`src/rtl/ext_bus_responder.sv`:
```
// rtl/ext_bus_responder.sv - bridges a level-held external request bus onto an Avalon-MM style master with timeout
module ext_bus_responder #(
    parameter int TIMEOUT = 255
) (
    input  logic        clk,
    input  logic        rst_n,
    input  logic [15:0] ext_address,
    input  logic        ext_byte_enable,
    input  logic        ext_read,
    input  logic        ext_write,
    input  logic [7:0]  ext_write_data,
    output logic        ext_acknowledge,
    output logic [7:0]  ext_read_data,
    output logic [15:0] avm_address,
    output logic        avm_read,
    output logic        avm_write,
    output logic [7:0]  avm_writedata,
    output logic        avm_byteenable,
    input  logic        avm_waitrequest,
    input  logic [7:0]  avm_readdata,
    input  logic        avm_readdatavalid,
    output logic        timeout_err,
    input  logic        err_clr
);

    localparam int CW = $clog2(TIMEOUT + 1);
    localparam logic [CW-1:0] TMO_LAST = CW'(TIMEOUT - 1);

    typedef enum logic [2:0] {
        S_IDLE,
        S_CMD,
        S_RDATA,
        S_ACK,
        S_HOLD
    } state_t;

    state_t        state_q;
    logic [CW-1:0] cnt_q;
    logic          op_read_q;
    logic          ack_q;
    logic [7:0]    rdata_q;
    logic [15:0]   addr_q;
    logic [7:0]    wdata_q;
    logic          be_q;
    logic          avm_read_q;
    logic          avm_write_q;
    logic          timeout_err_q;
    logic          rsp_done;

    // Read data is only accepted while a transfer is outstanding; stray strobes elsewhere are dropped.
    assign rsp_done = ((state_q == S_CMD) && !avm_waitrequest && (!op_read_q || avm_readdatavalid))
                   || ((state_q == S_RDATA) && avm_readdatavalid);

    always_ff @(posedge clk or negedge rst_n) begin
        if (!rst_n) begin
            state_q       <= S_IDLE;
            cnt_q         <= '0;
            op_read_q     <= 1'b0;
            ack_q         <= 1'b0;
            rdata_q       <= 8'h00;
            addr_q        <= 16'h0000;
            wdata_q       <= 8'h00;
            be_q          <= 1'b0;
            avm_read_q    <= 1'b0;
            avm_write_q   <= 1'b0;
            timeout_err_q <= 1'b0;
        end else begin
            if (err_clr) begin
                timeout_err_q <= 1'b0;
            end
            case (state_q)
                S_IDLE: begin
                    if (ext_read || ext_write) begin
                        addr_q      <= ext_address;
                        wdata_q     <= ext_write_data;
                        be_q        <= ext_byte_enable;
                        op_read_q   <= ext_read;
                        avm_read_q  <= ext_read;
                        avm_write_q <= ext_write && !ext_read;
                        cnt_q       <= '0;
                        state_q     <= S_CMD;
                    end
                end
                S_CMD, S_RDATA: begin
                    cnt_q <= cnt_q + 1'b1;
                    if (rsp_done) begin
                        avm_read_q  <= 1'b0;
                        avm_write_q <= 1'b0;
                        ack_q       <= 1'b1;
                        state_q     <= S_ACK;
                        if (op_read_q) begin
                            rdata_q <= avm_readdata;
                        end
                    end else if (cnt_q == TMO_LAST) begin
                        // Timeout overrides a simultaneous err_clr because it is assigned later.
                        avm_read_q    <= 1'b0;
                        avm_write_q   <= 1'b0;
                        ack_q         <= 1'b1;
                        timeout_err_q <= 1'b1;
                        state_q       <= S_ACK;
                        if (op_read_q) begin
                            rdata_q <= 8'hFF;
                        end
                    end else if ((state_q == S_CMD) && !avm_waitrequest) begin
                        avm_read_q <= 1'b0;
                        state_q    <= S_RDATA;
                    end
                end
                S_ACK: begin
                    ack_q   <= 1'b0;
                    state_q <= S_HOLD;
                end
                S_HOLD: begin
                    if (!ext_read && !ext_write) begin
                        state_q <= S_IDLE;
                    end
                end
                default: begin
                    state_q <= S_IDLE;
                end
            endcase
        end
    end

    assign ext_acknowledge = ack_q;
    assign ext_read_data   = rdata_q;
    assign avm_address     = addr_q;
    assign avm_read        = avm_read_q;
    assign avm_write       = avm_write_q;
    assign avm_writedata   = wdata_q;
    assign avm_byteenable  = be_q;
    assign timeout_err     = timeout_err_q;

endmodule

```
`config.mk`:
```
export PLATFORM = sky130hd
export DESIGN_NAME = ext_bus_responder
export DESIGN_NICKNAME = d
export VERILOG_FILES = /design/src/rtl/ext_bus_responder.sv
export SDC_FILE = /design/constraint.sdc
export NUM_CORES = 1
export LEC_CHECK = 0
export ABC_AREA = 1
export ABC_CLOCK_PERIOD_IN_PS = 1630
export BUFFER_PORTS_ARGS = -buffer_cell sky130_fd_sc_hd__clkbuf_2
export CAP_MARGIN = 20
export CORE_MARGIN = 10
export CORE_UTILIZATION = 35
export DETAILED_ROUTE_END_ITERATION = 12
export SLEW_MARGIN = 10
export SYNTH_ARGS = -nofsm -noshare
export SYNTH_HDL_FRONTEND = slang
export SYNTH_SLANG_ARGS = --single-unit
```
`constraint.sdc`:
```
create_clock -name clk -period 1.63 [get_ports clk]
set_input_delay 0.2445 -clock clk [delete_from_list [all_inputs] [get_ports clk]]
set_output_delay 0.2445 -clock clk [all_outputs]
set_load 0.05 [all_outputs]
```
==> out/metrics.cfg <==
[place]
dp_hpwl_um=4210
place.gp.congestion=0.802
io_buffers=76
placed_cells_incl_taps=426

[global_routing]
grt_pass1_wl_um=9780
grt_pass1_vias=2075
grt.met2_usage=0.178
grt-ovfl-total=0
grt_use_met1=0.143
grt_use_met3=0.0545
grt_max_degree=50
grtUsageTotal=0.116
antenna_found_initial=0
busiest_layer=met2

[setup_path]
crit_path_cell_trace=inv_2, ha_1, nand2_1, nor2_2, nand2_2, nand3_4, nand3_4, nand2_1, nand2_1
worst_path_max_delay_cell=dfrtp_1
cpMostUsedCell=nand2_1
reg2reg_slack_ns=0.17
critical_path_required_ns=1.83
critPathCaptureType=register
worstPathMaxFanout=10
critPathKind=reg2reg
slowest_delay_ns=0.42
cp.arrival_ns=1.66
cp-start-kind=register

[timing]
fin_skew_ns=0.00971
fin_hold_ws_ns=0.121
fmax_ghz=0.686
setup-tns-final_ns=0
min_period_ns=1.46
fin_crit_sh=0.894
max_slew_margin=0.728
setup_violations=0
finalHoldViolCount=0
drv_slew=0
worst_slew_pin_slew_ns=0.408
rsz0062_at_grt=no

[hold_path]
hold_class=in2reg

[clock_network]
postCtsSetupRepairBufs=0
clk_path_buf_depth=2
numCtsBuffers=5
cts.sinks=49
path_clk_slew_ns=0.09
cts_max_level=2
cts-root-buf=clkbuf_8
cts_tree=yes
clkLatencyLatePin_ns=0.30

[floorplan]
initial_core_util=0.361
dieArea_mm2=0.0102
chipHeight_um=101
ios=77
rows=29
coreArea_mm2=0.00639
fp.dieW_um=101

[synthesis]
syn-instance-count=275
synth_edf_count=0
synth_area_mm2=0.00230
yosys_warnings=0
ys_ff_latch=49
ys_async_sr_fraction=1.00
synthFlopType=dfrtp_1
yosysUniqueCellTypes=27
synth_nets=317
syn_avg_cell_area_um2=8.38
seq_area_frac_synth=0.532

[drt]
drc_errors=0
vias_per_cell=4.47
dr_total_vias=1946
drt_first_pass_iters=4
wl_um=5620
final_antenna_net_count=0
drt_iter0_drc=61
wl_per_cell_um=12.9

[cells_and_area]
instances_no_fill=435
utilization=0.450
final_common_cell=nand2_1
layout_common_cells=132 x nand2_1, 76 x clkbuf_2, 49 x dfrtp_1, 20 x inv_1
fillers=664
diodes=0
nets=399
final_layout_size_suffix_gt1_frac=0.310
syn_to_final_growth_pct=24.7

[pwr]
p_clk_frac=0.115
power.internal_mw=3.01
leakage_nw=1.64
switching_power_mw=3.60
power_density_mw_per_mm2=2300
combPwrFrac=0.562
pwr-share-seq=0.322
switching_share=0.545
vdd_ir_drop_max_v=0.00131

[status]
status=finished, final reports clean

[job]
drv_cap=0

path summary, 6_finish.rpt:
path | start | endpoint | depth (start not counted)
worst max register to register | cnt_q[0] | ext_read_data[2] | 9
worst max-delay path | cnt_q[0] | ext_read_data[2] | 9
worst min register to register | avm_write | avm_write | 2
worst min-delay path | err_clr | timeout_err | 2
min in group asynchronous | rst_n | cnt_q[3] | 3
max in group asynchronous | rst_n | avm_address[13] | 3
registers in the layout, summed over array words and instances (netlist names):
name and flops:
avm_writedata 8, state_q 3, avm_address 16, cnt_q 8
op_read_q 1, avm_byteenable 1, avm_read 1, ext_read_data 8
ext_acknowledge 1, avm_write 1, timeout_err 1
power by group through the flow:
| stage | combinational, mW | clock, mW | sequential (mW) |
|---|---|---|---|
| final | 3.72 | 0.764 | 2.13 |
| after global routing | 4.11 | 0.837 | 2.22 |
| after CTS | 3.78 | 0.786 | 2.13 |
| after detailed placement | 3.78 | 0 | 2.14 |
| after global placement | 3.72 | 0 | 2.14 |
| after floorplan | 1.52 | 0 | 3.55 |
cells by family (layout without fill, tap and decap cells):
group           count (synthesis)  in the layout  synth area share
buf+inv                        31            114            0.0679
simple gates                  179            179             0.350
compound gates                 11             11            0.0277
fa+ha+maj                       2              2            0.0109
flops                          49             49             0.532
xor+xnor                        3              3            0.0114
timing repair:
item | 4_1_cts | 5_1_grt
endpoints found under the setup margin | 0 | 10
hold endpoints to repair | 49 | 0
hold buffers | 1 | 0
resized for setup | 0 | 2
area by class of cell:
class,count,area (um^2),share of cell area
Inverter,24,90.1,0.0313
Tap cell,77,96.3,0.0335
Sequential cell,49,1230,0.427
Clock buffer,6,82.6,0.0287
Multi-Input combinational cell,195,925,0.322
Timing Repair Buffer,82,440,0.153
Clock inverter,2,13.8,0.00479
critical path: cells and delay by family (launching register included):
family / cells / cell delay (ns)
adder cells (fa/ha/maj): 1 / 0.17
AND/OR/NAND/NOR: 7 / 0.65
flip-flops: 1 / 0.42
buffers and inverters: 1 / 0.10
metrics by stage:
stage	total power [mW]	cell area, um^2	setup WS (ns)
floorplan	5.07	2300	0.270
global placement	5.86	2770	0.180
detailed placement	5.92	2770	0.119
CTS	6.70	2870	0.0736
global route	7.16	2870	0.0202
finish	6.61	2870	0.173
synthesized netlist by cell type (3+ instances only):
master	number	area, um^2
buf_6	3	33.8
dfrtp_1	49	1230
inv_1	21	78.8
inv_2	3	11.3
nand2_1	132	495
nand2_2	5	31.3
nand3_1	7	35.0
nand4_1	11	68.8
nor2_1	12	45.0
nor2_4	3	33.8
o21ai_0	3	15.0
o21ai_1	3	15.0
routing by layer:
metal,vias up,routed length [um],share of wire
li1,1016,-,-
met4,0,33,0.0059
met5,-,0,0
met1,866,2560,0.46
met2,60,2490,0.44
met3,4,535,0.095
Power figures use the tool's default switching activity.
